File: config.mk
export PLATFORM = sky130hd
export DESIGN_NAME = lcd_ctrl_flat
export DESIGN_NICKNAME = d
export VERILOG_FILES = /design/src/rtl/lcd_ctrl_pkg.sv /design/src/rtl/lcd_ctrl_if.sv /design/src/rtl/lcd_ctrl_timer.sv /design/src/rtl/lcd_ctrl.sv /design/src/flat_wrapper.sv
export SDC_FILE = /design/constraint.sdc
export NUM_CORES = 1
export LEC_CHECK = 0
export CAP_MARGIN = 20
export CORE_AREA = 2 2 74 76
export CTS_CLUSTER_SIZE = 14
export DETAILED_ROUTE_END_ITERATION = 10
export DIE_AREA = 0 0 76 78
export GPL_ROUTABILITY_DRIVEN = 0
export PLACE_DENSITY = 0.9
export SLEW_MARGIN = 20
export SYNTH_ARGS = -nofsm -noshare
export SYNTH_HDL_FRONTEND = slang
export SYNTH_SLANG_ARGS = --single-unit
File: constraint.sdc
create_clock -name clk -period 4.85 [get_ports clk]
set_input_delay 0.485 -clock clk [delete_from_list [all_inputs] [get_ports clk]]
set_output_delay 0.485 -clock clk [all_outputs]
set_load 0.005 [all_outputs]
File: src/rtl/lcd_ctrl_pkg.sv
// ---------------------------------------------------------------------------
// lcd_ctrl_pkg
// Shared definitions for the HD44780 character LCD sequencer:
//   - FSM state enum
//   - power-up init ROM (4 x 8 bit, all written with RS=0) and entry count
//   - clear/home opcodes, which need the long execution wait
//   - bit positions inside the 32-bit PIO command word
//   - phase timer width and a helper that picks the long-wait opcodes
// ---------------------------------------------------------------------------
package lcd_ctrl_pkg;

    typedef enum logic [2:0] {
        ST_IDLE     = 3'd0,
        ST_PWR_WAIT = 3'd1,
        ST_INIT     = 3'd2,
        ST_SETUP    = 3'd3,
        ST_PULSE    = 3'd4,
        ST_HOLD     = 3'd5,
        ST_WAIT     = 3'd6
    } state_t;

    localparam int TIMER_W    = 20;
    localparam int INIT_COUNT = 4;

    // Entry 0 is the least significant byte: 0x38, 0x0C, 0x01, 0x06.
    localparam logic [INIT_COUNT-1:0][7:0] INIT_ROM = {8'h06, 8'h01, 8'h0C, 8'h38};

    localparam logic [7:0] OP_CLEAR    = 8'h01;
    localparam logic [7:0] OP_HOME     = 8'h02;
    localparam logic [7:0] OP_HOME_ALT = 8'h03;

    localparam int BIT_DATA_MSB = 7;
    localparam int BIT_RS       = 8;
    localparam int BIT_REQ      = 9;
    localparam int BIT_PWR      = 10;
    localparam int BIT_BL       = 11;
    localparam int BIT_OVF_CLR  = 12;

    // Clear display and return home execute far slower than every other
    // instruction, so they get the long wait.
    function automatic logic isSlowCmd(input logic rs, input logic [7:0] data);
        return !rs && ((data == OP_CLEAR) || (data == OP_HOME) || (data == OP_HOME_ALT));
    endfunction

endpackage

File: src/rtl/lcd_ctrl_if.sv
// ---------------------------------------------------------------------------
// lcd_ctrl_if
// Bundle between the PCIe core's LCD PIO and the LCD pins.
//   cmd_word  : 32-bit PIO command word (software -> sequencer)
//   lcd_data  : DB7..DB0
//   lcd_rs    : register select
//   lcd_rw    : read/write, always write
//   lcd_en    : enable strobe
//   lcd_on    : display power
//   lcd_blon  : backlight
//   busy      : init or write in progress, or a write is waiting
//   overflow  : sticky, a request was dropped
// master = PIO side (drives cmd_word), slave = sequencer.
// ---------------------------------------------------------------------------
interface lcd_ctrl_if;

    logic [31:0] cmd_word;
    logic [7:0]  lcd_data;
    logic        lcd_rs;
    logic        lcd_rw;
    logic        lcd_en;
    logic        lcd_on;
    logic        lcd_blon;
    logic        busy;
    logic        overflow;

    modport master (
        output cmd_word,
        input  lcd_data, lcd_rs, lcd_rw, lcd_en, lcd_on, lcd_blon, busy, overflow
    );

    modport slave (
        input  cmd_word,
        output lcd_data, lcd_rs, lcd_rw, lcd_en, lcd_on, lcd_blon, busy, overflow
    );

endinterface

File: src/rtl/lcd_ctrl_timer.sv
// ---------------------------------------------------------------------------
// lcd_ctrl_timer
// Loadable 20-bit down counter timing every sequencer phase.
//   clk         : system clock
//   i_load      : load i_loadValue this cycle (phase entry or reset)
//   i_loadValue : phase length minus one
//   o_value     : current count
//   o_done      : count has reached zero, the phase ends on this edge
// No reset of its own: the parent holds i_load high while in reset.
// ---------------------------------------------------------------------------
module lcd_ctrl_timer
    import lcd_ctrl_pkg::*;
(
    input  logic               clk,
    input  logic               i_load,
    input  logic [TIMER_W-1:0] i_loadValue,
    output logic [TIMER_W-1:0] o_value,
    output logic               o_done
);

    logic [TIMER_W-1:0] r_count;

    // Loading N-1 on entry and leaving when the count is zero makes a
    // phase last exactly N cycles; the counter parks at zero afterwards.
    always_ff @(posedge clk) begin
        if (i_load) begin
            r_count <= i_loadValue;
        end else if (r_count != '0) begin
            r_count <= r_count - TIMER_W'(1);
        end
    end

    assign o_value = r_count;
    assign o_done  = (r_count == '0);

endmodule

File: src/rtl/lcd_ctrl.sv
// ---------------------------------------------------------------------------
// lcd_ctrl
// Sequencer between the LCD PIO word and an HD44780 character LCD.
// Software flips cmd_word[9] to request a write of {RS, data}; this block
// generates the RS/E/data timing and the execution waits.
//   clk      : 50 MHz system clock
//   reset_n  : synchronous reset, active low
//   bus      : lcd_ctrl_if.slave (cmd_word in, LCD pins and status out)
// Parameters (cycles, each 1 .. 2^20-1): T_PWR, T_SETUP, T_EN, T_HOLD,
// T_CMD, T_CLR.
// Optional feature: define LCD_CTRL_INIT_EN to run the power-up wait and
// the 4-entry init sequence by hardware after reset; without it reset
// lands in IDLE and software does the init.
// ---------------------------------------------------------------------------
module lcd_ctrl
    import lcd_ctrl_pkg::*;
#(
    parameter int unsigned T_PWR   = 750000,
    parameter int unsigned T_SETUP = 4,
    parameter int unsigned T_EN    = 12,
    parameter int unsigned T_HOLD  = 4,
    parameter int unsigned T_CMD   = 2000,
    parameter int unsigned T_CLR   = 82000
)(
    input logic       clk,
    input logic       reset_n,
    lcd_ctrl_if.slave bus
);

`ifdef LCD_CTRL_INIT_EN
    localparam state_t RESET_STATE = ST_PWR_WAIT;
`else
    localparam state_t RESET_STATE = ST_IDLE;
`endif

    state_t             r_state;
    state_t             w_nextState;

    logic               r_reqToggle;
    logic               r_clrToggle;
    logic               r_reqValid;
    logic               r_reqRs;
    logic [7:0]         r_reqData;
    logic               r_pendValid;
    logic               r_pendRs;
    logic [7:0]         r_pendData;
    logic               r_overflow;
    logic               r_lcdOn;
    logic               r_lcdBlon;
    logic               r_lcdRs;
    logic [7:0]         r_lcdData;

    logic               w_reqEdge;
    logic               w_clrEdge;
    logic               w_idle;
    logic               w_takePend;
    logic               w_takeReq;
    logic               w_storeReq;
    logic               w_dropReq;
    logic               w_started;

    logic               w_timerLoad;
    logic [TIMER_W-1:0] w_timerLoadValue;
    logic [TIMER_W-1:0] w_unusedTimerValue;
    logic               w_timerDone;
    logic               w_unusedCmdBits;

`ifdef LCD_CTRL_INIT_EN
    logic [1:0]         r_initIdx;
    logic               r_initActive;
    logic               r_started;
    logic               w_loadInit;
    logic               w_initStep;
    logic               w_initDone;
`endif

    assign w_reqEdge       = bus.cmd_word[BIT_REQ] ^ r_reqToggle;
    assign w_clrEdge       = bus.cmd_word[BIT_OVF_CLR] ^ r_clrToggle;
    assign w_unusedCmdBits = ^bus.cmd_word[31:13];

    // Edge detection on the request and overflow-clear toggles. The toggle
    // registers reset to 0, so a toggle already at 1 when reset releases is
    // seen as a request. The detected request is held for one cycle in
    // r_reqValid together with its {RS, data}. Power and backlight are plain
    // one-cycle copies that do not depend on the FSM.
    always_ff @(posedge clk) begin
        if (!reset_n) begin
            r_reqToggle <= 1'b0;
            r_clrToggle <= 1'b0;
            r_reqValid  <= 1'b0;
            r_reqRs     <= 1'b0;
            r_reqData   <= 8'h00;
            r_lcdOn     <= 1'b0;
            r_lcdBlon   <= 1'b0;
        end else begin
            r_reqToggle <= bus.cmd_word[BIT_REQ];
            r_clrToggle <= bus.cmd_word[BIT_OVF_CLR];
            r_reqValid  <= w_reqEdge;
            if (w_reqEdge) begin
                r_reqRs   <= bus.cmd_word[BIT_RS];
                r_reqData <= bus.cmd_word[BIT_DATA_MSB:0];
            end
            r_lcdOn     <= bus.cmd_word[BIT_PWR];
            r_lcdBlon   <= bus.cmd_word[BIT_BL];
        end
    end

    // In IDLE the pending entry goes first; a request arriving in that same
    // cycle drops into the slot just vacated. Outside IDLE a request fills
    // an empty slot or, if the slot is full, is lost and flags overflow.
    assign w_idle     = (r_state == ST_IDLE);
    assign w_takePend = w_idle && r_pendValid;
    assign w_takeReq  = w_idle && !r_pendValid && r_reqValid;
    assign w_storeReq = r_reqValid && ((!w_idle && !r_pendValid) || w_takePend);
    assign w_dropReq  = r_reqValid && !w_idle && r_pendValid;

    // One-deep pending buffer and the sticky overflow flag. A drop beats a
    // clear arriving in the same cycle.
    always_ff @(posedge clk) begin
        if (!reset_n) begin
            r_pendValid <= 1'b0;
            r_pendRs    <= 1'b0;
            r_pendData  <= 8'h00;
            r_overflow  <= 1'b0;
        end else begin
            if (w_storeReq) begin
                r_pendValid <= 1'b1;
                r_pendRs    <= r_reqRs;
                r_pendData  <= r_reqData;
            end else if (w_takePend) begin
                r_pendValid <= 1'b0;
            end
            if (w_dropReq) begin
                r_overflow <= 1'b1;
            end else if (w_clrEdge) begin
                r_overflow <= 1'b0;
            end
        end
    end

    // RS and data are driven from the moment a write leaves for SETUP and
    // stay put until the next write is loaded.
    always_ff @(posedge clk) begin
        if (!reset_n) begin
            r_lcdRs   <= 1'b0;
            r_lcdData <= 8'h00;
        end else if (w_takePend) begin
            r_lcdRs   <= r_pendRs;
            r_lcdData <= r_pendData;
        end else if (w_takeReq) begin
            r_lcdRs   <= r_reqRs;
            r_lcdData <= r_reqData;
        end
`ifdef LCD_CTRL_INIT_EN
        else if (w_loadInit) begin
            r_lcdRs   <= 1'b0;
            r_lcdData <= INIT_ROM[r_initIdx];
        end
`endif
    end

`ifdef LCD_CTRL_INIT_EN
    // Init bookkeeping: which ROM entry is next, whether the hardware init
    // still owns the bus, and a flag that keeps busy low while in reset.
    always_ff @(posedge clk) begin
        if (!reset_n) begin
            r_initIdx    <= 2'd0;
            r_initActive <= 1'b1;
            r_started    <= 1'b0;
        end else begin
            r_started <= 1'b1;
            if (w_initStep) begin
                r_initIdx <= r_initIdx + 2'd1;
            end
            if (w_initDone) begin
                r_initActive <= 1'b0;
            end
        end
    end
    assign w_started = r_started;
`else
    assign w_started = 1'b1;
`endif

    // State register.
    always_ff @(posedge clk) begin
        if (!reset_n) begin
            r_state <= RESET_STATE;
        end else begin
            r_state <= w_nextState;
        end
    end

    // Next-state logic. Every timed phase leaves when the timer reads zero;
    // WAIT returns to INIT while the init sequence still has entries left.
    always_comb begin
        w_nextState = r_state;
`ifdef LCD_CTRL_INIT_EN
        w_loadInit  = 1'b0;
        w_initStep  = 1'b0;
        w_initDone  = 1'b0;
`endif
        case (r_state)
            ST_IDLE: begin
                if (r_pendValid || r_reqValid) begin
                    w_nextState = ST_SETUP;
                end
            end
`ifdef LCD_CTRL_INIT_EN
            ST_PWR_WAIT: begin
                if (w_timerDone) begin
                    w_nextState = ST_INIT;
                end
            end
            ST_INIT: begin
                w_loadInit  = 1'b1;
                w_nextState = ST_SETUP;
            end
`endif
            ST_SETUP: begin
                if (w_timerDone) begin
                    w_nextState = ST_PULSE;
                end
            end
            ST_PULSE: begin
                if (w_timerDone) begin
                    w_nextState = ST_HOLD;
                end
            end
            ST_HOLD: begin
                if (w_timerDone) begin
                    w_nextState = ST_WAIT;
                end
            end
            ST_WAIT: begin
                if (w_timerDone) begin
`ifdef LCD_CTRL_INIT_EN
                    if (r_initActive && (r_initIdx != 2'(INIT_COUNT - 1))) begin
                        w_initStep  = 1'b1;
                        w_nextState = ST_INIT;
                    end else begin
                        w_initDone  = r_initActive;
                        w_nextState = ST_IDLE;
                    end
`else
                    w_nextState = ST_IDLE;
`endif
                end
            end
            default: begin
                w_nextState = ST_IDLE;
            end
        endcase
    end

    // The timer reloads on every state change and throughout reset, which
    // preloads the power-up wait. The WAIT length depends on the byte
    // already on the bus, loaded when the write entered SETUP.
    assign w_timerLoad = !reset_n || (w_nextState != r_state);

    always_comb begin
        w_timerLoadValue = TIMER_W'(T_PWR - 1);
        if (reset_n) begin
            case (w_nextState)
                ST_SETUP: w_timerLoadValue = TIMER_W'(T_SETUP - 1);
                ST_PULSE: w_timerLoadValue = TIMER_W'(T_EN - 1);
                ST_HOLD:  w_timerLoadValue = TIMER_W'(T_HOLD - 1);
                ST_WAIT:  w_timerLoadValue = isSlowCmd(r_lcdRs, r_lcdData) ?
                                             TIMER_W'(T_CLR - 1) : TIMER_W'(T_CMD - 1);
                default:  w_timerLoadValue = TIMER_W'(T_PWR - 1);
            endcase
        end
    end

    lcd_ctrl_timer u_timer (
        .clk         (clk),
        .i_load      (w_timerLoad),
        .i_loadValue (w_timerLoadValue),
        .o_value     (w_unusedTimerValue),
        .o_done      (w_timerDone)
    );

    // Busy also covers the one cycle a freshly detected request spends
    // before it is loaded, so software never sees a gap after a toggle.
    assign bus.busy     = w_started && (!w_idle || r_pendValid || r_reqValid);
    assign bus.lcd_en   = (r_state == ST_PULSE);
    assign bus.lcd_rw   = 1'b0;
    assign bus.lcd_rs   = r_lcdRs;
    assign bus.lcd_data = r_lcdData;
    assign bus.lcd_on   = r_lcdOn;
    assign bus.lcd_blon = r_lcdBlon;
    assign bus.overflow = r_overflow;

endmodule

File: src/flat_wrapper.sv
// flat-port wrapper written by rule: the top's interface ports become plain ports
module lcd_ctrl_flat import lcd_ctrl_pkg::*;
#(
    parameter int unsigned T_PWR   = 750000,
    parameter int unsigned T_SETUP = 4,
    parameter int unsigned T_EN    = 12,
    parameter int unsigned T_HOLD  = 4,
    parameter int unsigned T_CMD   = 2000,
    parameter int unsigned T_CLR   = 82000
)
  (clk, reset_n, bus_cmd_word, bus_lcd_data, bus_lcd_rs, bus_lcd_rw, bus_lcd_en, bus_lcd_on, bus_lcd_blon, bus_busy, bus_overflow);
  lcd_ctrl_if bus_i ();
  input logic clk;
  input logic reset_n;
  input wire logic [$bits(bus_i.cmd_word)-1:0] bus_cmd_word;
  output wire logic [$bits(bus_i.lcd_data)-1:0] bus_lcd_data;
  output wire logic [$bits(bus_i.lcd_rs)-1:0] bus_lcd_rs;
  output wire logic [$bits(bus_i.lcd_rw)-1:0] bus_lcd_rw;
  output wire logic [$bits(bus_i.lcd_en)-1:0] bus_lcd_en;
  output wire logic [$bits(bus_i.lcd_on)-1:0] bus_lcd_on;
  output wire logic [$bits(bus_i.lcd_blon)-1:0] bus_lcd_blon;
  output wire logic [$bits(bus_i.busy)-1:0] bus_busy;
  output wire logic [$bits(bus_i.overflow)-1:0] bus_overflow;
  assign bus_i.cmd_word = bus_cmd_word;
  assign bus_lcd_data = bus_i.lcd_data;
  assign bus_lcd_rs = bus_i.lcd_rs;
  assign bus_lcd_rw = bus_i.lcd_rw;
  assign bus_lcd_en = bus_i.lcd_en;
  assign bus_lcd_on = bus_i.lcd_on;
  assign bus_lcd_blon = bus_i.lcd_blon;
  assign bus_busy = bus_i.busy;
  assign bus_overflow = bus_i.overflow;
  lcd_ctrl #(.T_PWR(T_PWR), .T_SETUP(T_SETUP), .T_EN(T_EN), .T_HOLD(T_HOLD), .T_CMD(T_CMD), .T_CLR(T_CLR)) u_core (.clk(clk), .reset_n(reset_n), .bus(bus_i));
endmodule
======== Word-level counts from Yosys, hierarchy flattened ========
Index checks and enable logic that the tools add are counted.
word-level totals
  word-level logic and storage cells ...... 76
  register bits ........................... 57
  bits of input ports ..................... 34
operators by class
  reductions and logical operators ........ 27
  mux-type cells .......................... 19
  $add $sub $neg .......................... 1
  bitwise logic cells ..................... 2
  eq/ne operators ......................... 12
operators by type and width
  cell                   count
  $mux 20                3
  $pmux 20 s3            1
  $logic_not 20->1       1
  $reduce_bool 20->1     1
  $sub 20x1->20 const B  1
  $eq 3x3->1 const B     6
  $mux 17                1
  $eq 8x2->1 const B     2
  $mux 8                 2
  $mux 3                 5
  $pmux 3 s5             1
  $eq 8x1->1 const B     1
  $logic_and 1x1->1      8
  $reduce_bool 2->1      4
  $logic_or 1x1->1       7
  $eq 3x2->1 const B     2
  $mux 1                 6
  $logic_not 1->1        4
  $logic_not 3->1        1
  $ne 3x3->1             1
  $reduce_or 2->1        1
  $xor 1x1->1            2

======== Depth between registers and ports, before layout ========
Gate-level depths: netlist of run 1.
  word-level depth ........................ 8
  depth in mapped cells ................... 9

======== Modules after synthesis ========
A second synthesis of run 1 with hierarchy kept.
second synthesis, totals
  cell total of the unflattened synthesis .. 311
  area total of the unflattened synthesis .. 2935.3 um^2
by module, submodules not included
  module          cells an instance  seq. area each (um^2)  instances  area an instance (um^2)
  lcd_ctrl        189                740.7                  1          1699.1
  lcd_ctrl_timer  122                600.6                  1          1236.2

======== Worst setup path before layout of run 1 ========
Ideal clock, no wire load.
  kind .................................... register to register
  start ................................... register u_core.u_timer.r_count[0] (netlist: u_core.u_timer.o_value[0])
  end ..................................... register u_core.u_timer.r_count[0] (netlist: u_core.u_timer.o_value[0]) (enable)
  setup slack ............................. 2.322 ns
  library setup time ...................... 0.377 ns
  period minus slack after synthesis ...... 2.528 ns
  path buffers ............................ 1
  cell stages (with the launch flop) ...... 8
  arrival time ............................ 2.151 ns
  data required time ...................... 4.473 ns
  cells stage by stage .................... edfxtp_1 -> inv_1 -> ha_1 -> or3b_2 -> a211oi_1 -> a221oi_1 -> buf_2 -> nand2_1
between the ends
  cells in the longest elaborated chain, start to end .. 6
  elaborated cells on any way between the ends .. 10
  those cells by class .................... 1 x eq/ne; 5 x mux; 4 x reduce/logical
RTL lines
  element                               line                  source
  start: declaration                    lcd_ctrl_timer.sv:21  logic [TIMER_W-1:0] r_count;
  start signal: assignment              lcd_ctrl_timer.sv:27  r_count <= i_loadValue;
  start signal: assignment              lcd_ctrl_timer.sv:29  r_count <= r_count - TIMER_W'(1);
  $logic_not 20->1                      lcd_ctrl_timer.sv:34  assign o_done = (r_count == '0);
  $mux 3, on equally long branches      -
  $pmux 3 s5                            lcd_ctrl.sv:203       case (r_state)
  $ne 3x3->1                            lcd_ctrl.sv:259       assign w_timerLoad = !reset_n || (w_nextState != r_state);
  $logic_or 1x1->1                      lcd_ctrl.sv:259
  $reduce_bool 2->1 (no source line) *  -
Every way passes the cells marked *; elsewhere a longest branch is shown, timed or not.
A chain may end at the register's enable or synchronous reset.

======== Final worst setup path of run 1 ========
  start ................................... register u_core.u_timer.r_count[0] (netlist: u_core.u_timer.o_value[0])
  end ..................................... register u_core.u_timer.r_count[15] (netlist: u_core.u_timer.o_value[15]) (enable)
Same word-level chain as after synthesis.

==> metrics.txt, run 1 <==
via-per-instance ratio=5.55; post-DR wirelength/cell=14.1 um; maximum vdd drop=264 uV; post-CTS setup buffers=0; Site Rows=26; Placed Instances=387; Syn Inst Count=304; Cell Chain, Critical Path=inv_1 -> ha_1 -> or3b_2 -> a211oi_1 -> a221oi_1 -> buf_4 -> nand2_1; setup ws final=2.07 ns; CP required=4.80 ns; Fill cells=353; placed instance area=0.00312 sq mm; hold_ws=0.454 ns; worst path buffer plus inverter count=2; Starting DRT DRC Count=193; Routed WL=5670 um; crit path DAT=2.73 ns; synth warn=0; CTS tree=built; die area=0.00593 sq mm; NumNets Final=366; IO Pins=49; worst-path maximum fanout=20; Die H=78 um; Clock Skew=0.00711 ns; 1st-pass router iterations=4; endpoint type of the worst setup path=flop; worst r2r path cells=7; pre-CTS setup slack=1.91 ns; fin crit period=2.78 ns; Worst-Margin Slew=0.826 ns; Post-Layout Cell Count=403; RSZ-0062 raised after global routing=no; family with the most delay on the worst path=simple AND/OR/NAND/NOR gates; worst skew pair latency=0.33 ns; Pleak=1.15 nW; async set-or-reset flop fraction in the synthesized netlist=0%; gr ovfl total=0; Hold Startpoint=u_core.r_pendData[7]$_SDFFE_PN0P_; htree depth=3; Synth area leader=dfxtp_1; fmax=359 MHz; status=complete, no violations; global-route wire length before repair=9680 um; total core area=0.00504 sq mm; register clock-pin slew on the reported worst setup and hold paths=0.07 ns; hold buffers post-CTS=0; critical setup path kind=flop to flop; R2R Setup Slk=2.07 ns; Buffers on Ports=28; Total GRT Usage=20.4%; Layout area overhead=20.1%; Rel. slew slack=44.8%; Final Total Pwr=1.35 mW; Seq/Total Area, Yosys=47.7%; share of cells above drive strength 1=7.81%; Clock Path Buffers=2; DRC violations left=0; max cap viols=0; DRT antenna net count=0; final hold violations=0; Worst Hold Class=flop to flop; EDFF count, synth=20; largest net degree at the start of global routing=37; reg-to-reg startpoint=u_core.u_timer.o_value[0]$_SDFFCE_PP1P_; register area=0.00134 sq mm; area of the multi-input gates=0.00137 sq mm; hold path cells=2; Synth Area per Inst=9.25 sq um; Root Buffer=clkbuf_8; Yosys cell types=49; Via Count=2236; clk sink count=57; vias in the first global route=2100; Max Slew Vio Count=0; Die X=76 um; post-synth top area share=26.3%; PwrDens=401 mW/mm^2; post_cts resized=0; count of final setup violators=0; max incr delay on CP=0.62 ns; CP startpoint kind=flop; antenna violations before repair=0; period utilization=57.4%; synthesized net count=342; Most used DFF post-synth=dfxtp_1; Slowest cell on crit path=nand2_1; post-layout util=67.0%; hold endpoint=u_core.r_pendData[7]$_SDFFE_PN0P_; Initial Util=55.8%; largest cells by area after synthesis=dfxtp_1 26%, edfxtp_1 21%, nand2_1 6.1%; Setup TNS Final=0 ns; DP HPWL=3790 um; # diodes=0; synthesized area=0.00281 sq mm; Inserted Clock Buffers=9; synthesis-stage register bit count=57; Reg-to-Reg End=u_core.u_timer.o_value[15]$_SDFFCE_PP0P_; final instance area=0.00338 sq mm
## sequential cells by signal, indices dropped and copies added, names as in the netlist
name / flops
u_core.u_timer.o_value: 20
u_core.bus.lcd_data: 8
u_core.r_pendData: 8
u_core.r_reqData: 8
u_core.r_state: 3
u_core.bus.lcd_blon: 1
u_core.bus.lcd_on: 1
u_core.bus.lcd_rs: 1
u_core.bus.overflow: 1
u_core.r_clrToggle: 1
u_core.r_pendRs: 1
u_core.r_pendValid: 1
u_core.r_reqRs: 1
u_core.r_reqToggle: 1
u_core.r_reqValid: 1
## layer usage
layer	routed length (um)	up-vias	GRT usage [%]
met4	129	0	10.7
met5	0	-	0
met2	2930	64	35.0
met3	279	15	4.30
li1	-	1134	-
met1	2340	1023	24.2
## power breakdown
group          leakage [nW]  total (mW)  internal [mW]  switching, mW
Combinational         0.518       0.212          0.105          0.107
Sequential            0.500       0.597          0.546         0.0505
Clock                 0.134       0.545          0.358          0.187
Total                  1.15        1.35           1.01          0.344
## cells in the mapped netlist (8+ instances only)
cell type and count:
nand2_1 46, dfxtp_1 37, a21oi_1 32, edfxtp_1 20
nor2_1 19, a211oi_1 12, xnor2_1 12, clkbuf_1 11
nor3_1 11, mux2i_1 10, o21ai_0 10, nor4_1 8
## area by class of cell
| class | count | area share [%] |
|---|---|---|
| clock inverters | 2 | 1.04 |
| repair buffers | 30 | 8.74 |
| multi-input cells | 223 | 40.4 |
| inverters | 7 | 0.778 |
| well taps | 70 | 2.59 |
| clock buffers | 14 | 6.70 |
| flip-flops and latches | 57 | 39.7 |
## kinds of logic after synthesis
group                    synth area share [%]
AO/OA/AOI/OAI                            14.9
multiplexers                             3.56
other                                   0.133
buffers and inverters                    3.74
XOR/XNOR                                 5.60
flip-flops                               47.7
adder cells (fa/ha/maj)                  1.78
AND/OR/NAND/NOR                          22.6
## layout by cell type (no fill, tap or decap), types with 2 or more instances in the layout
cell type	n
nand2_1	46
dfxtp_1	37
a21oi_1	32
clkdlybuf4s50_1	28
edfxtp_1	20
nor2_1	19
a211oi_1	12
xnor2_1	12
nor3_1	11
clkbuf_8	11
o21ai_0	10
mux2i_1	10
nor4_1	8
nand2b_1	6
inv_1	6
and2_1	6
xor2_1	6
or3_1	4
ha_1	4
nand3b_1	3
a22oi_1	3
clkbuf_16	3
nor4_2	2
o21bai_1	2
and3_1	2
nand3_1	2
o31a_1	2
buf_4	2
## worst max path at each step
| stage | start | endpoint | slack, ns | cells past startpoint |
|---|---|---|---|---|
| finish | u_core.u_timer.o_value[0]$_SDFFCE_PP1P_ | u_core.u_timer.o_value[15]$_SDFFCE_PP0P_ | 2.07 | 7 |
| global route | u_core.u_timer.o_value[0]$_SDFFCE_PP1P_ | u_core.u_timer.o_value[15]$_SDFFCE_PP0P_ | 1.86 | 7 |
| CTS | u_core.u_timer.o_value[0]$_SDFFCE_PP1P_ | u_core.u_timer.o_value[12]$_DFFE_PP_ | 2.06 | 7 |
| detailed placement | reset_n | u_core.u_timer.o_value[12]$_DFFE_PP_ | 1.91 | 6 |
| global placement | reset_n | u_core.u_timer.o_value[12]$_DFFE_PP_ | 1.93 | 6 |
| floorplan | u_core.u_timer.o_value[0]$_SDFFCE_PP1P_ | u_core.u_timer.o_value[0]$_SDFFCE_PP1P_ | 2.32 | 7 |
## tightest hold or removal path, cell delays in order (launching register included)
cell     delay (ns)
dfxtp_1        0.31
nand2_1        0.05
a21oi_1        0.05
Power figures use the tool's default switching activity.
==> run 2, diff against run 1 <==
CORE_AREA = 2 2 76 78   (was 2 2 74 76)
DIE_AREA = 0 0 78 80   (was 0 0 76 78)
PLACE_DENSITY = 0.86   (was 0.9)
clock period = 2.9 ns   (was 4.85 ns; I/O delays follow)
==> metrics.txt, run 2 (synthesis results as in run 1) <==
max incr delay on CP=0.50 ns (-0.12 ns); Final Total Pwr=2.15 mW (+59%); Max Slew Vio Count=0 (unchanged); worst skew pair latency=0.34 ns (about the same); maximum vdd drop=531 uV (+100%); fmax=399 MHz (+11%); DRC violations left=0 (unchanged); status=complete, no violations; Clock Path Buffers=2 (unchanged); Slowest cell on crit path=or3b_2; Buffers on Ports=28 (unchanged); commonest non-fill, non-tap cell in the layout=nand2_1; Setup TNS Final=0 ns (unchanged); Root Buffer=clkbuf_8; Worst Hold Class=flop to flop; vias in the first global route=2166 (+3.1%); DRT antenna net count=0 (unchanged); antenna violations before repair=0 (unchanged); clk sink count=57 (unchanged); worst-path maximum fanout=20 (unchanged); max cap viols=0 (unchanged); Cell Chain, Critical Path=inv_1 -> ha_1 -> or3b_2 -> a211oi_1 -> a221oi_1 -> clkbuf_2 -> nand2_1 -> buf_4; IO Pins=49 (unchanged); global-route wire length before repair=9830 um (+1.6%); fin crit period=2.51 ns (-0.275 ns); RSZ-0062 raised after global routing=no; htree depth=3 (unchanged); Layout area overhead=19.7%; PwrDens=640 mW/mm^2 (+60%); CTS tree=built; post_cts resized=0 (unchanged); setup ws final=0.393 ns (-1.68 ns); Fill cells=445 (+26%); Clock Skew=0.00712 ns (+0.00000974 ns); hold buffers post-CTS=0 (unchanged); Worst-Margin Slew=0.725 ns (-0.101 ns); Die H=80 um (+2.6%); # diodes=0 (unchanged); register area=0.00134 sq mm (unchanged); total core area=0.00541 sq mm (+7.2%); worst path buffer plus inverter count=3 (+1); gr ovfl total=0 (unchanged); Pleak=1.15 nW (-0.24%); via-per-instance ratio=5.47 (-1.3%); die area=0.00624 sq mm (+5.3%); register clock-pin slew on the reported worst setup and hold paths=0.07 ns (about the same); largest net degree at the start of global routing=36 (-2.7%); Site Rows=27 (+3.8%); Inserted Clock Buffers=9 (unchanged); endpoint type of the worst setup path=flop; final hold violations=0 (unchanged); area of the multi-input gates=0.00137 sq mm (unchanged); CP required=2.92 ns (-1.88 ns); placed instance area=0.00314 sq mm (+0.80%); post-CTS setup buffers=0 (unchanged); Via Count=2239 (+0.13%); share of cells above drive strength 1=8.90% (+1.1 points); Total GRT Usage=20.2% (-0.19 points); crit path DAT=2.53 ns (-0.20 ns); Die X=78 um (+2.6%); Starting DRT DRC Count=161 (-17%); Rel. slew slack=51.4% (+6.5 points); NumNets Final=370 (+1.1%); period utilization=86.5% (+29 points); 1st-pass router iterations=4 (unchanged); family with the most delay on the worst path=buffers and inverters; final instance area=0.00337 sq mm (-0.33%); Routed WL=5740 um (+1.1%); most frequent cells in the layout=46 x nand2_1, 37 x dfxtp_1, 32 x a21oi_1; pre-CTS setup slack=0.256 ns (-1.65 ns); Largest register FFs=20 (unchanged); DP HPWL=3940 um (+3.9%); critical setup path kind=flop to flop; CP startpoint kind=flop; count of final setup violators=0 (unchanged); post-DR wirelength/cell=14.0 um (-0.34%); Initial Util=52.0% (-3.7 points)
==> run 2: area by class of cell <==
cell class	instances	area share (%)
clock buffers	10	4.42
clock inverters	6	2.12
inverters	7	0.780
multi-input cells	223	40.6
flip-flops and latches	57	39.8
well taps	72	2.68
repair buffers	34	9.59
==> run 2: worst paths after layout <==
check / startpoint / end / slack [ns] / cells after the start
hold / removal: u_core.r_pendRs$_SDFFE_PN0P_ / u_core.r_pendRs$_SDFFE_PN0P_ / 0.46 / 2
setup reg to reg: u_core.u_timer.o_value[0]$_SDFFCE_PP1P_ / u_core.u_timer.o_value[16]$_DFFE_PP_ / 0.39 / 8
hold reg to reg: u_core.r_pendRs$_SDFFE_PN0P_ / u_core.r_pendRs$_SDFFE_PN0P_ / 0.46 / 2
setup / recovery: u_core.u_timer.o_value[0]$_SDFFCE_PP1P_ / u_core.u_timer.o_value[16]$_DFFE_PP_ / 0.39 / 8
==> run 2: where the power goes <==
group / total, mW / leakage [nW] / switching (mW) / internal, mW
combinational: 0.358 / 0.537 / 0.175 / 0.183
clock: 0.798 / 0.113 / 0.342 / 0.456
sequential: 0.998 / 0.500 / 0.0849 / 0.913
total: 2.15 / 1.15 / 0.602 / 1.55
==> run 2: metal layers <==
| metal | vias to the layer above | share of wire (%) | GRT usage, % |
|---|---|---|---|
| met2 | 57 | 52 | 35.4 |
| met4 | 0 | 1.0 | 7.89 |
| li1 | 1147 | - | - |
| met3 | 8 | 5.4 | 5.77 |
| met5 | - | 0 | 0 |
| met1 | 1027 | 42 | 23.4 |
==> run 2: tightest hold or removal path, cell delays in order (launching register included) <==
cell,delay (ns)
dfxtp_1,0.31
nand2_1,0.05
a21oi_1,0.05
==> run 2: per-stage QoR <==
| step | util, % | hold slack [ns] | std cells |
|---|---|---|---|
| after detailed placement | 58.1 | 0.446 | 392 |
| after global placement | 58.1 | 0.441 | 392 |
| final | 62.3 | 0.461 | 409 |
| after global routing | 62.3 | 0.483 | 409 |
| after CTS | 62.2 | 0.461 | 408 |
| after floorplan | - | 0.412 | 304 |
==> run 3, diff against run 2 <==
CORE_AREA = 2 2 110 112   (was 2 2 76 78)
DIE_AREA = 0 0 112 114   (was 0 0 78 80)
PLACE_DENSITY = 0.5   (was 0.86)
REMOVE_ABC_BUFFERS = 1   (was unset)
==> metrics.txt, run 3 (synthesis results as in run 1) <==
status=complete, no violations; vias in the first global route=2086 (-3.7%); DP HPWL=4300 um (+9.1%); count of final setup violators=0 (unchanged); crit path from=u_core.u_timer.o_value[0]$_SDFFCE_PP1P_; max incr delay on CP=0.50 ns (about the same); worst-path maximum fanout=9 (-55%); RSZ-0062 raised after global routing=no; total core area=0.0117 sq mm (+120%); critical setup path kind=flop to flop; fin crit period=2.46 ns (-0.0462 ns); Hold Startpoint=u_core.r_pendData[4]$_SDFFE_PN0P_; family with the most delay on the worst path=simple AND/OR/NAND/NOR gates; Pleak=1.19 nW (+3.3%); 1st-pass router iterations=4 (unchanged); maximum vdd drop=334 uV (-37%); commonest non-fill, non-tap cell in the layout=nand2_1; htree depth=3 (unchanged); Post-Layout Cell Count=484 (+18%); Buffers on Ports=28 (unchanged); CTS tree=built; CP required=2.93 ns (about the same); Die X=112 um (+44%); Worst Hold Class=flop to flop; DRT antenna net count=0 (unchanged); Root Buffer=clkbuf_16; period utilization=84.9% (-1.6 points); share of cells above drive strength 1=8.31% (-0.59 points); Routed WL=6090 um (+6.2%); CP startpoint kind=flop; post-DR wirelength/cell=12.6 um (-10%); setup ws final=0.439 ns (+0.0462 ns); largest net degree at the start of global routing=36 (unchanged); Clock Path Buffers=2 (unchanged); Die H=114 um (+43%); global-route wire length before repair=10100 um (+3.2%); post-CTS setup buffers=0 (unchanged); via-per-instance ratio=4.44 (-19%); Via Count=2151 (-3.9%); register clock-pin slew on the reported worst setup and hold paths=0.05 ns (-0.02 ns); Initial Util=24.0% (-28 points); crit path DAT=2.49 ns (-0.04 ns); gr ovfl total=0 (unchanged); hold_ws=0.451 ns (-0.0104 ns); Cell Chain, Critical Path=inv_1 -> ha_1 -> or3b_2 -> a211oi_1 -> a22o_1 -> and3b_1 -> a22oi_1; clk sink count=57 (unchanged); Max Slew Vio Count=0 (unchanged); post-layout util=30.3% (-32 points); Rel. slew slack=39.3% (-12 points); Slowest cell on crit path=or3b_2; # diodes=0 (unchanged); Clock Skew=0.00704 ns (-0.0000757 ns); worst path buffer plus inverter count=1 (-2); NumNets Final=370 (unchanged); Inserted Clock Buffers=9 (unchanged); IO Pins=49 (unchanged); DRC violations left=0 (unchanged); Layout area overhead=26.0%; PwrDens=679 mW/mm^2 (+6.1%); reg-to-reg startpoint=u_core.u_timer.o_value[0]$_SDFFCE_PP1P_; max cap viols=0 (unchanged); Worst-Margin Slew=0.911 ns (+0.186 ns); worst skew pair latency=0.33 ns (about the same); Total GRT Usage=10.1% (-10 points); hold buffers post-CTS=0 (unchanged); fmax=406 MHz (+1.9%); post_cts resized=0 (unchanged); Starting DRT DRC Count=63 (-61%); Final Total Pwr=2.41 mW (+12%); most frequent cells in the layout=46 x nand2_1, 37 x dfxtp_1, 32 x a21oi_1; die area=0.0128 sq mm (+100%); Largest register FFs=20 (unchanged); endpoint type of the worst setup path=flop; Site Rows=40 (+48%); final hold violations=0 (unchanged); antenna violations before repair=0 (unchanged); Placed Instances=468 (+19%); pre-CTS setup slack=0.442 ns (+0.186 ns)
==> run 3: worst paths after layout <==
path                                         end  slack (ns)  depth (start not counted)
max reg2reg  u_core.u_timer.o_value[8]$_DFFE_PP_        0.44                          7
min reg2reg    u_core.r_pendData[4]$_SDFFE_PN0P_        0.45                          2
min            u_core.r_pendData[4]$_SDFFE_PN0P_        0.45                          2
max          u_core.u_timer.o_value[8]$_DFFE_PP_        0.44                          7
==> run 3: final cells by class <==
cell class | count | area [sq um]
flip-flops and latches | 57 | 1340
well taps | 147 | 184
multi-input cells | 223 | 1370
repair buffers | 34 | 325
clock inverters | 3 | 40.0
clock buffers | 13 | 260
inverters | 7 | 26.3
fillers | 1304 | 8170
==> run 3: metal layers <==
metal | up-vias | global-route usage (%) | wire length (um)
li1 | 1146 | - | -
met1 | 961 | 13.0 | 2970
met2 | 32 | 15.6 | 2750
met3 | 12 | 2.92 | 236
met4 | 0 | 5.37 | 143
met5 | - | 0 | 0
==> run 3: through the flow <==
stage / TNS (ns) / instance area, sq um
floorplan: -0.488 / 2730
global placement: 0 / 3240
detailed placement: 0 / 3240
CTS: 0 / 3540
global route: 0 / 3540
finish: 0 / 3540
==> run 3: power breakdown <==
part	internal, mW	total (mW)	switching [mW]
sequential	0.916	1.00	0.0856
clock	0.707	1.05	0.345
combinational	0.181	0.351	0.170
==> run 3: worst register-to-register path: cells and delay by family (launching register included) <==
kind                     cells  cell delay [ns]
flip-flops                   1             0.42
AO/OA/AOI/OAI                3             0.60
buffers and inverters        1             0.11
AND/OR/NAND/NOR              2             0.90
adder cells (fa/ha/maj)      1             0.14
